==> config.mk <==
export PLATFORM = sky130hd
export DESIGN_NAME = cacheline_adaptor
export DESIGN_NICKNAME = d
export VERILOG_FILES = /design/src/rtl/cacheline_adaptor.sv
export SDC_FILE = /design/constraint.sdc
export NUM_CORES = 1
export LEC_CHECK = 0
export BUFFER_PORTS_ARGS = -buffer_cell sky130_fd_sc_hd__buf_4
export CORE_AREA = 2 2 288 290
export CTS_BUF_LIST = sky130_fd_sc_hd__clkbuf_16
export CTS_CLUSTER_DIAMETER = 30
export DETAILED_ROUTE_END_ITERATION = 7
export DIE_AREA = 0 0 290 292
export PLACE_DENSITY = 0.56
export RECOVER_POWER = 100
export SLEW_MARGIN = 30
export SYNTH_ARGS = -nofsm -noshare
export SYNTH_HDL_FRONTEND = slang
export SYNTH_SLANG_ARGS = --single-unit
==> constraint.sdc <==
create_clock -name clk -period 3.1 [get_ports clk]
set_clock_uncertainty 0.15 [all_clocks]
set_input_delay 0.155 -clock clk [delete_from_list [all_inputs] [get_ports clk]]
set_output_delay 0.155 -clock clk [all_outputs]
set_load 0.01 [all_outputs]
==> src/rtl/cacheline_adaptor.sv <==
// Turns a single-cycle 256-bit cache-line request into a 4-beat, 64-bit memory burst
// and returns the assembled line with a one-cycle response pulse.
module cacheline_adaptor #(
  parameter int DATA_W = 64
) (
  input  logic          clk,
  input  logic          rst,
  input  logic [31:0]   line_addr,
  input  logic          line_read,
  input  logic          line_write,
  input  logic [255:0]  line_wdata,
  output logic [255:0]  line_rdata,
  output logic          line_resp,
  output logic [31:0]   bmem_addr,
  output logic          bmem_read,
  output logic          bmem_write,
  output logic [63:0]   bmem_wdata,
  input  logic          bmem_ready,
  input  logic [31:0]   bmem_raddr,
  input  logic [63:0]   bmem_rdata,
  input  logic          bmem_rvalid
);

  localparam int BEATS = 256 / DATA_W;
  localparam int CNT_W = $clog2(BEATS);

  typedef enum logic [2:0] {
    IDLE    = 3'd0,
    RD_REQ  = 3'd1,
    RD_DATA = 3'd2,
    WR      = 3'd3,
    DONE    = 3'd4
  } state_t;

  state_t            state;
  state_t            state_nxt;
  logic [CNT_W-1:0]  cnt;
  logic [31:0]       addr_q;
  logic [255:0]      wdata_q;
  logic              beat_hit;
  logic              last_beat;

  // Only beats tagged with our own line address belong to this burst.
  assign beat_hit  = bmem_rvalid && (bmem_raddr == addr_q);
  assign last_beat = (cnt == CNT_W'(BEATS - 1));
  assign bmem_addr = addr_q;

  always_ff @(posedge clk or negedge rst) begin
    if (!rst) state <= IDLE;
    else      state <= state_nxt;
  end

  always_comb begin
    state_nxt = state;
    unique case (state)
      IDLE: begin
        if (line_read)       state_nxt = RD_REQ;
        else if (line_write) state_nxt = WR;
      end
      RD_REQ:  if (bmem_ready) state_nxt = RD_DATA;
      RD_DATA: if (beat_hit && last_beat) state_nxt = DONE;
      WR:      if (bmem_ready && last_beat) state_nxt = DONE;
      DONE:    state_nxt = IDLE;
      default: state_nxt = IDLE;
    endcase
  end

  always_comb begin
    line_resp  = 1'b0;
    bmem_read  = 1'b0;
    bmem_write = 1'b0;
    unique case (state)
      RD_REQ:  bmem_read  = 1'b1;
      WR:      bmem_write = 1'b1;
      DONE:    line_resp  = 1'b1;
      default: ;
    endcase
  end

  // Write beat is selected straight from the latched line by the beat counter.
  always_comb begin
    bmem_wdata = '0;
    for (int i = 0; i < BEATS; i++) begin
      if (cnt == CNT_W'(i)) bmem_wdata = wdata_q[i*DATA_W +: DATA_W];
    end
  end

  always_ff @(posedge clk or negedge rst) begin
    if (!rst) begin
      cnt        <= '0;
      addr_q     <= '0;
      wdata_q    <= '0;
      line_rdata <= '0;
    end else begin
      unique case (state)
        IDLE: begin
          if (line_read || line_write) begin
            cnt    <= '0;
            addr_q <= {line_addr[31:5], 5'b0};
            if (!line_read) wdata_q <= line_wdata;
          end
        end
        RD_DATA: begin
          if (beat_hit) begin
            for (int i = 0; i < BEATS; i++) begin
              if (cnt == CNT_W'(i)) line_rdata[i*DATA_W +: DATA_W] <= bmem_rdata;
            end
            cnt <= cnt + 1'b1;
          end
        end
        WR: begin
          if (bmem_ready) cnt <= cnt + 1'b1;
        end
        default: ;
      endcase
    end
  end

endmodule

==> results.cfg, run 1 <==
[global_route]
grt_first_pass_wirelength_mm = 121
antenna_found_initial = 9
grt_util_all_layers = 0.184
grt_pass1_vias = 21045
grt.overflow.total = 0
grt_max_degree = 78

[pwr]
total_leakage_power_nw = 17.4
power_density_mw_per_mm2 = 867
finalPower_mw = 32.0
power.ir.vdd_worst_mv = 0.782

[logic_synthesis]
synth_async_sr_flop_share = 1.00
yosysWarningCount = 0
synth.yosys.seq_area_share = 0.594
synth_cell_type_count = 39
synth_enable_flop_cells = 0
top_cell_type_by_total_area_after_synthesis = dfrtp_1
synthTopCellsByCount = dfrtp_1 (544), mux2_2 (538), nand2_1 (138)
post_synth.cell_area_avg_um2 = 13.2
yosys.cell_count.top_type = dfrtp_1
top_cells_by_area_in_the_synthesized_netlist = dfrtp_1 (59%), mux2_2 (26%), a21oi_1 (2.8%)
postSynthRegisterBits = 544
synthDominantCellAreaShare = 0.594
syn_area_mm2 = 0.0229
synth-main-ff-cell = dfrtp_1
synthCells = 1740

[floorplanning]
top_level_ports = 745
core_area_mm2 = 0.0816
floorplan.die.width_um = 290
placementRows = 105
design.die.area_mm2 = 0.0847
die_y_extent_um = 292
initial_core_util = 0.281

[sta]
final.setup.worst_slack_ns = 0.121
number_of_endpoints_with_negative_hold_slack_in_the_final_report = 0
fin_tns_setup_ns = 0
final_min_period_over_clock_period = 0.961
setup-violations-final = 0
clock.fmax_ghz = 0.336
min_period_ns = 2.98
finalMaxSlewViolations = 38
final.hold.worst_slack_ns = 0.0855
least_margin_pin_slew_ns = 1.62
timing.slew.headroom = -0.0813
grt_setup_unrepaired = no

[worst_setup_path]
worstSetupStartpointType = flip-flop
cp_top_family = simple AND/OR/NAND/NOR gates
maximum_fanout_encountered_on_the_critical_timing_path = 46
path_class = flip-flop to flip-flop
crit_path_cell_trace = xnor2_1 -> nand4_1 -> or4_2 -> nor4_4 -> buf_4 -> nand2_2 -> buf_12 -> mux2_2
cp-end-kind = flip-flop
worstPathBufferInverterCount = 2
crit_slowest_cell = or4_2
critPathRequiredTime_ns = 3.52
critical-path-max-stage-delay_ns = 0.68
cp_data_arrival_time_ns = 3.40

[layout]
finalNetCount = 3365
seqCellArea_mm2 = 0.0136
flow.area_growth_from_synthesis_pct = 61.1
multi_input_comb_area_mm2 = 0.00874
fin_area_mm2 = 0.0369
n_fill_cell = 7581
filler_free_cell_count_of_the_finished_design = 4152
final_layout_size_suffix_gt1_frac = 0.405
share_of_the_core_filled_with_cells_in_the_final_layout = 0.452

[placement]
place_area_mm2 = 0.0300
io_buffers = 734
post-dp-hpwl_mm = 54.2
gp_congestion = 0.838
pre_cts_ws_ns = 0.0648
placed_cells_incl_taps = 3511

[drt]
num_vias = 18766
wl_mm = 79.1
drt-initial-drc-count = 686
routed_wire_length_per_instance_um = 19.0
route.detailed.vias_per_inst = 4.52
detail-route-antenna-nets = 0
detailedRoute.firstPassIterationCount = 5
drt_drc_violations_left = 0

[clock_tree]
tritoncts.num_buffers = 130
tritoncts_num_sinks = 544
clockRootBuffer = clkbuf_16
cts.htree.levels = 4
clkTransAtPathRegs_ns = 0.05
cts_tree = done
ctsLongestPathBuffers = 3
clk_latency_ns = 0.69

[flow_run]
maxCapViolCount = 1

[hold_path]
type_of_the_worst_min_delay_path = input pin to flip-flop

[status]
status = finished with violations
violations = capacitance limit, slew limit
## power by group
| part | switching [mW] | internal, mW | leakage [nW] |
|---|---|---|---|
| registers | 1.15 | 9.03 | 7.03 |
| clock network | 4.37 | 8.57 | 2.13 |
| logic | 4.40 | 4.49 | 8.28 |
| total | 9.92 | 22.1 | 17.4 |
## layer usage
metal / vias to the layer above / wire [µm] / share of wire / track usage
li1: 8589 / - / - / -
met1: 9294 / 31100 / 0.39 / 0.206
met2: 685 / 39900 / 0.50 / 0.322
met3: 196 / 5200 / 0.066 / 0.0551
met4: 2 / 2880 / 0.036 / 0.0870
met5: - / 13 / 0.00016 / 0
## repair_timing
item                       4_1_cts  5_1_grt
pin swaps                        1        3
setup buffers                    9        1
resized for setup                7       13
hold buffers                   388        0
setup endpoints to repair       64       38
hold endpoints to repair      1055        0
## registers in the layout (all words and copies together) (netlist names)
name and count:
cnt 2, state 3, line_rdata 256, wdata_q 256, bmem_addr 27
## cells in the final DEF (no fill, tap or decap), types with 4 or more instances in the layout
master / netlist / final
dfrtp_1: 544 / 542
mux2_2: 538 / 536
buf_4: 5 / 437
dlygate4sd3_1: 0 / 387
clkbuf_1: 77 / 329
nand2_1: 138 / 137
clkbuf_16: 0 / 130
nor2_1: 131 / 129
a21oi_1: 128 / 126
o21ai_0: 69 / 65
inv_1: 10 / 28
clkinv_2: 0 / 22
xnor2_1: 21 / 20
clkinv_1: 0 / 20
clkbuf_2: 0 / 20
buf_12: 0 / 12
bufinv_16: 0 / 11
clkinvlp_4: 0 / 9
clkbuf_4: 0 / 9
diode_2: 0 / 8
nand4_1: 7 / 7
inv_6: 0 / 7
clkinv_4: 0 / 6
conb_1: 1 / 5
clkinv_8: 0 / 5
buf_6: 24 / 5
o21ai_1: 0 / 4
ha_4: 0 / 4
buf_2: 0 / 4
## logic make-up (layout without fill, tap and decap cells)
logic type | after synthesis | in the layout | share of synthesized area
xor gates and xnor gates | 23 | 23 | 0.00880
buffers and inverters | 120 | 1450 | 0.0284
muxes | 538 | 538 | 0.265
and+or+nand+nor | 301 | 301 | 0.0541
adders and majority gates | 4 | 4 | 0.00219
other | 1 | 13 | 0.000164
DFF | 544 | 544 | 0.594
AOI/OAI and AO/OA | 209 | 209 | 0.0474
## tightest hold or removal path: cells and delay by family
kind,cells,cell delay (ns)
buf+inv,2,0.62
mux,1,0.12
## path summary, 6_finish.rpt
path	end	from	slack (ns)	depth (start not counted)
setup / recovery	line_rdata[134]	bmem_addr[6]	0.12	8
hold / removal	wdata_q[125]	line_wdata[125]	0.09	3
setup reg to reg	line_rdata[134]	bmem_addr[6]	0.12	8
hold reg to reg	line_rdata[249]	line_rdata[249]	0.35	1
max in group asynchronous	cnt[1]	rst	0.35	4
min in group asynchronous	wdata_q[247]	rst	0.87	3
## area by class of cell
class                      instances  area share
antenna                            8    0.000543
clock buffer                     130      0.0882
clock inverter                   105      0.0267
inverter                          10     0.00115
multi-input combinational       1080       0.237
sequential                       544       0.369
tap                             1070      0.0363
timing repair buffer            1205       0.241
Power figures use the tool's default switching activity.
==> run 2, diff against run 1 <==
--- a/config.mk
+++ b/config.mk
@@ -6,12 +6,12 @@
 export NUM_CORES = 1
 export LEC_CHECK = 0
 export BUFFER_PORTS_ARGS = -buffer_cell sky130_fd_sc_hd__buf_4
-export CORE_AREA = 2 2 288 290
+export CORE_MARGIN = 5
+export CORE_UTILIZATION = 30
 export CTS_BUF_LIST = sky130_fd_sc_hd__clkbuf_16
 export CTS_CLUSTER_DIAMETER = 30
 export DETAILED_ROUTE_END_ITERATION = 7
-export DIE_AREA = 0 0 290 292
-export PLACE_DENSITY = 0.56
+export PLACE_DENSITY_LB_ADDON = 0.2
 export RECOVER_POWER = 100
 export SLEW_MARGIN = 30
 export SYNTH_ARGS = -nofsm -noshare
==> run 2 against run 1 <==
Net effect:
- the run still ends with capacitance limit, slew limit left
- worst hold slack better by 0.012 ns
- global-route usage up 0.43 points
- flip-flop and latch count unchanged
==> results.cfg, run 2 (same netlist as run 1, synthesis figures left out) <==
[global_route]
grt.overflow.total = 0
grt_first_pass_wirelength_mm = 121
met1_grt_util = 0.227
use_met2 = 0.317
grt_util_all_layers = 0.189
grt_max_degree = 124
gr-usage-met3 = 0.0599
grt_pass1_vias = 20188
antenna_found_initial = 13
busiest_layer = met2

[clock_tree]
clk_latency_ns = 0.67
cts_tree = done
clockRootBuffer = clkbuf_16
cts.htree.levels = 4
tritoncts.num_buffers = 136
tritoncts_num_sinks = 544
clkTransAtPathRegs_ns = 0.04
ctsLongestPathBuffers = 3

[sta]
final.hold.worst_slack_ns = 0.0979
clock.fmax_ghz = 0.337
min_period_ns = 2.97
grt_setup_unrepaired = no
finalMaxSlewViolations = 24
timing.slew.headroom = -0.0814
fin_tns_setup_ns = 0
final_min_period_over_clock_period = 0.959
least_margin_pin_slew_ns = 1.62
setup-violations-final = 0
number_of_endpoints_with_negative_hold_slack_in_the_final_report = 0

[layout]
final_common_cell = dfrtp_1
seqCellArea_mm2 = 0.0136
final_cell_mix = dfrtp_1 (542), mux2_2 (538), buf_4 (436), dlygate4sd3_1 (356), clkbuf_1 (319)
multi_input_comb_area_mm2 = 0.00873
finalNetCount = 3322
n_fill_cell = 6960
final_layout_size_suffix_gt1_frac = 0.412
flow.area_growth_from_synthesis_pct = 59.6
share_of_the_core_filled_with_cells_in_the_final_layout = 0.482

[floorplanning]
placementRows = 101
design.die.area_mm2 = 0.0820
die_y_extent_um = 286
floorplan.die.width_um = 286
top_level_ports = 745
initial_core_util = 0.302
core_area_mm2 = 0.0758

[pwr]
cellInternalPower_mw = 22.4
power.ir.vdd_worst_mv = 0.568
seq_power_share = 0.315
total_leakage_power_nw = 17.4
power_frac_clock = 0.422
net_switching_fraction_of_the_power = 0.304
power_density_mw_per_mm2 = 881
share_comb_of_total_power = 0.264
total_switching_power_mw = 9.79

[worst_setup_path]
timing.reg2reg.setup_slack_ns = 0.13
worstSetupStartpointType = flip-flop
cp_data_arrival_time_ns = 3.36
critPathRequiredTime_ns = 3.49
reg2reg_from = bmem_addr[11]
path_class = flip-flop to flip-flop
maximum_fanout_encountered_on_the_critical_timing_path = 37
regToRegEndpoint = line_rdata[68]
worst-r2r-cell-count = 8
cp-end-kind = flip-flop

[placement]
io_buffers = 734
gp_congestion = 0.843
post-dp-hpwl_mm = 56.2

[hold_path]
type_of_the_worst_min_delay_path = input pin to flip-flop
min_to = wdata_q[156]
min_delay_path_depth = 3
hold_path.startpoint = line_wdata[156]

[status]
status = finished with violations
violations = capacitance limit, slew limit

[drt]
routed_wire_length_per_instance_um = 19.9
wl_mm = 80.0
drt-initial-drc-count = 671
route.detailed.vias_per_inst = 4.59
detailedRoute.firstPassIterationCount = 6
num_vias = 18467
detail-route-antenna-nets = 0
drt_drc_violations_left = 0

[flow_run]
maxCapViolCount = 1
-- run 2: cell types whose count changed in the layout (fill, tap and decap cells not counted), sizes merged --
cell and delta:
clkinv +8, buf -9, bufinv +2, dlygate4sd3 -31, clkbuf -1, inv -4
clkinvlp -2, diode +1
-- run 2: layer usage --
metal / up-vias / routed length [µm]
met5: - / 48
met4: 8 / 2640
met3: 165 / 5800
met2: 669 / 38800
met1: 9112 / 32700
li1: 8513 / -
-- run 2: through the flow --
stage	setup WS, ns	area, µm²	power [mW]	instances
after CTS	0.0241	37900	33.0	4015
after global routing	0.000999	36500	34.0	4022
after detailed placement	0.0915	29700	18.6	3404
final	0.128	36600	32.2	4024
after floorplan	0.384	22900	14.7	1744
after global placement	0.114	29700	18.4	3404
-- run 2: worst max-delay path by stage --
stage	from	endpoint	slack, ns	cells after the start
2_1_floorplan	bmem_addr[6]	line_rdata[10]	0.38	7
3_3_place_gp	bmem_raddr[0]	line_rdata[168]	0.11	8
3_5_place_dp	bmem_raddr[0]	line_rdata[182]	0.09	8
4_1_cts	cnt[0]	bmem_wdata[9]	0.02	11
5_1_grt	cnt[1]	bmem_wdata[29]	0.001	9
6_report	bmem_addr[11]	line_rdata[68]	0.13	8
-- run 2: repair_timing --
item                                    in CTS  in global routing
hold buffers                               357                  0
gates resized for setup                      6                  9
endpoints found under the setup margin      59                 30
endpoints found under the hold margin      911                  0
setup buffers                                7                  0
pin swaps                                    1                  1
-- run 2: area by class of cell --
type | count | area share
diodes | 9 | 0.000616
clock buffers | 138 | 0.0945
clock inverters | 109 | 0.0278
inverters | 10 | 0.00110
multi-input cells | 1080 | 0.239
flip-flops and latches | 544 | 0.373
well taps | 978 | 0.0335
repair buffers | 1156 | 0.231
-- run 2: power by group through the flow --
stage	combinational (mW)	sequential, mW	clock [mW]
after floorplan	4.77	9.93	0
after global placement	8.26	10.1	0
after detailed placement	8.37	10.2	0
after CTS	9.03	10.1	13.8
after global routing	9.35	10.3	14.3
final	8.48	10.1	13.6
-- run 2: critical path, cell delays in order, from the launching register on --
cell and delay (ns):
dfrtp_1 0.40, xnor2_1 0.25, nand4_1 0.15, or4_2 0.68, nor4_4 0.30, buf_4 0.19
nand2_2 0.11, buf_8 0.21, mux2_2 0.33
==> run 3, diff against run 2 <==
==> constraint.sdc (replaced) <==
create_clock -name clk -period 3.1 [get_ports clk]
set_clock_uncertainty 0.15 [all_clocks]
set_input_delay 0.465 -clock clk [delete_from_list [all_inputs] [get_ports clk]]
set_output_delay 0.465 -clock clk [all_outputs]
set_load 0.01 [all_outputs]
==> run 3 against run 2 <==
Net effect:
- the flow still finishes with violations (capacitance limit, slew limit)
- flip-flop and latch count unchanged
- worst setup slack worse by 0.13 ns
- via count up 1.3%
- combinational power up 14%
- fmax down 4.0%
- clock power about the same
- largest cell class unchanged
==> results.cfg, run 3 (same netlist as run 1, synthesis figures left out) <==
[drt]
drt-initial-drc-count = 691
drt_drc_violations_left = 0
detail-route-antenna-nets = 0
route.detailed.vias_per_inst = 4.60
wl_mm = 81.5
detailedRoute.firstPassIterationCount = 7
routed_wire_length_per_instance_um = 20.0
num_vias = 18708

[floorplanning]
top_level_ports = 745
core_area_mm2 = 0.0758
floorplan.die.width_um = 286
die_y_extent_um = 286
design.die.area_mm2 = 0.0820
initial_core_util = 0.302
placementRows = 101

[clock_tree]
tritoncts_num_sinks = 544
cts.htree.levels = 4
clkTransAtPathRegs_ns = 0.04
tritoncts.num_buffers = 133
ctsLongestPathBuffers = 3
clk_latency_ns = 0.68
cts_tree = done
clockRootBuffer = clkbuf_16

[pwr]
cellInternalPower_mw = 23.2
share_comb_of_total_power = 0.290
seq_power_share = 0.305
net_switching_fraction_of_the_power = 0.305
total_switching_power_mw = 10.2
power_density_mw_per_mm2 = 893
total_leakage_power_nw = 17.8
power.ir.vdd_worst_mv = 0.629
power_frac_clock = 0.405

[worst_setup_path]
critPathRequiredTime_ns = 2.48
maximum_fanout_encountered_on_the_critical_timing_path = 7
reg2reg_from = bmem_addr[20]
worst-r2r-cell-count = 8
worstPathBufferInverterCount = 4
cp_top_family = buffers and inverters
regToRegEndpoint = line_rdata[14]
worstSetupStartpointType = flip-flop
timing.reg2reg.setup_slack_ns = 0.11
cp_data_arrival_time_ns = 2.48
crit_slowest_cell = dfrtp_2
critical_path_origin = cnt[1]
critical-path-max-stage-delay_ns = 0.42
crit_path_cell_trace = inv_4 -> ha_4 -> buf_12 -> buf_8 -> nand2_1 -> nor2_1 -> a21oi_1 -> nor2_1 -> a21oi_1 -> o21ai_1 -> buf_4
path_class = flip-flop to output port
cp-end-kind = output port

[hold_path]
hold_path.startpoint = line_write
type_of_the_worst_min_delay_path = input pin to flip-flop
min_delay_path_depth = 3
min_to = state[0]

[layout]
finalNetCount = 3363
fin_area_mm2 = 0.0374
flow.area_growth_from_synthesis_pct = 63.2
final_layout_size_suffix_gt1_frac = 0.445
final_common_cell = dfrtp_1
final_cell_mix = dfrtp_1 (543), mux2_2 (538), buf_4 (491), dlygate4sd3_1 (349), clkbuf_1 (296)

[sta]
min_period_ns = 3.10
grt_setup_unrepaired = yes
finalMaxSlewViolations = 71
clock.fmax_ghz = 0.323
timing.slew.headroom = -0.488
number_of_endpoints_with_negative_hold_slack_in_the_final_report = 0
fin_tns_setup_ns = 0
setup-violations-final = 0
final.setup.worst_slack_ns = 0.00324
final.hold.worst_slack_ns = 0.103
least_margin_pin_slew_ns = 2.23
final_min_period_over_clock_period = 0.999

[global_route]
grt_max_degree = 79
grt_util_all_layers = 0.190
antenna_found_initial = 11
grt_pass1_vias = 20457
grt_first_pass_wirelength_mm = 122
grt.overflow.total = 0

[placement]
post-dp-hpwl_mm = 57.1
pre_cts_ws_ns = -0.190
gp_congestion = 0.856
place_area_mm2 = 0.0300
io_buffers = 734

[status]
violations = capacitance limit, slew limit
status = finished with violations

[flow_run]
maxCapViolCount = 1
[run 3: changes by cell type in the layout (fill, tap and decap cells not counted), sizes merged]
| cell | before | now |
|---|---|---|
| buf | 451 | 534 |
| clkbuf | 487 | 452 |
| dlygate4sd3 | 356 | 349 |
| clkinvlp | 7 | 11 |
| clkinv | 64 | 61 |
| inv | 35 | 32 |
| bufinv | 13 | 15 |
| diode | 9 | 10 |
[run 3: metrics by stage]
step | util | total power, mW | instances
2_1_floorplan | - | 14.7 | 1744
3_3_place_gp | 0.396 | 18.5 | 3435
3_5_place_dp | 0.396 | 18.8 | 3435
4_1_cts | 0.506 | 33.7 | 4048
5_1_grt | 0.493 | 35.2 | 4063
6_report | 0.493 | 33.4 | 4066
[run 3: layout make-up]
type                    count  area (µm²)
fillers                  6923       38400
flip-flops and latches    544       13600
multi-input cells        1080        8900
well taps                 978        1220
clock buffers             135        3380
diodes                     10        25.0
repair buffers           1200        9120
clock inverters           109        1090
inverters                  10        40.0
[run 3: worst register-to-register path, cell delays in order (launching register included)]
cell and delay [ns]:
dfrtp_1 0.38, nand2b_1 0.12, o2111ai_1 0.24, or4_2 0.81, nor4_4 0.23, clkbuf_2 0.19, nand2_2 0.17, buf_4 0.27
mux2_2 0.31
[run 3: worst max-delay path by stage]
stage	slack (ns)	to	depth (start not counted)
global placement	-0.17	line_rdata[187]	8
detailed placement	-0.19	line_rdata[137]	8
CTS	-0.09	bmem_wdata[4]	10
floorplan	0.13	line_rdata[10]	6
global route	-0.15	bmem_wdata[28]	11
finish	0.003	bmem_wdata[28]	11
[run 3: repair_timing]
item | 4_1_cts | 5_1_grt
endpoints found under the hold margin | 597 | 0
endpoints found under the setup margin | 64 | 70
gates cloned | 3 | 0
hold buffers | 349 | 0
buffers inserted | 17 | 9
resized for setup | 78 | 72
pin swaps | 16 | 44
[run 3: power by group through the flow]
| stage | registers (mW) | clock network (mW) | logic [mW] |
|---|---|---|---|
| 2_1_floorplan | 9.93 | 0 | 4.77 |
| 3_3_place_gp | 10.1 | 0 | 8.43 |
| 3_5_place_dp | 10.2 | 0 | 8.55 |
| 4_1_cts | 10.1 | 13.8 | 9.73 |
| 5_1_grt | 10.4 | 14.3 | 10.6 |
| 6_report | 10.2 | 13.5 | 9.70 |
[run 3: routing by layer]
layer,vias to the layer above,routed length [µm],track usage
met5,-,21,0
met4,4,2140,0.0640
met1,9302,32900,0.226
met2,662,40800,0.328
li1,8611,-,-
met3,129,5640,0.0582
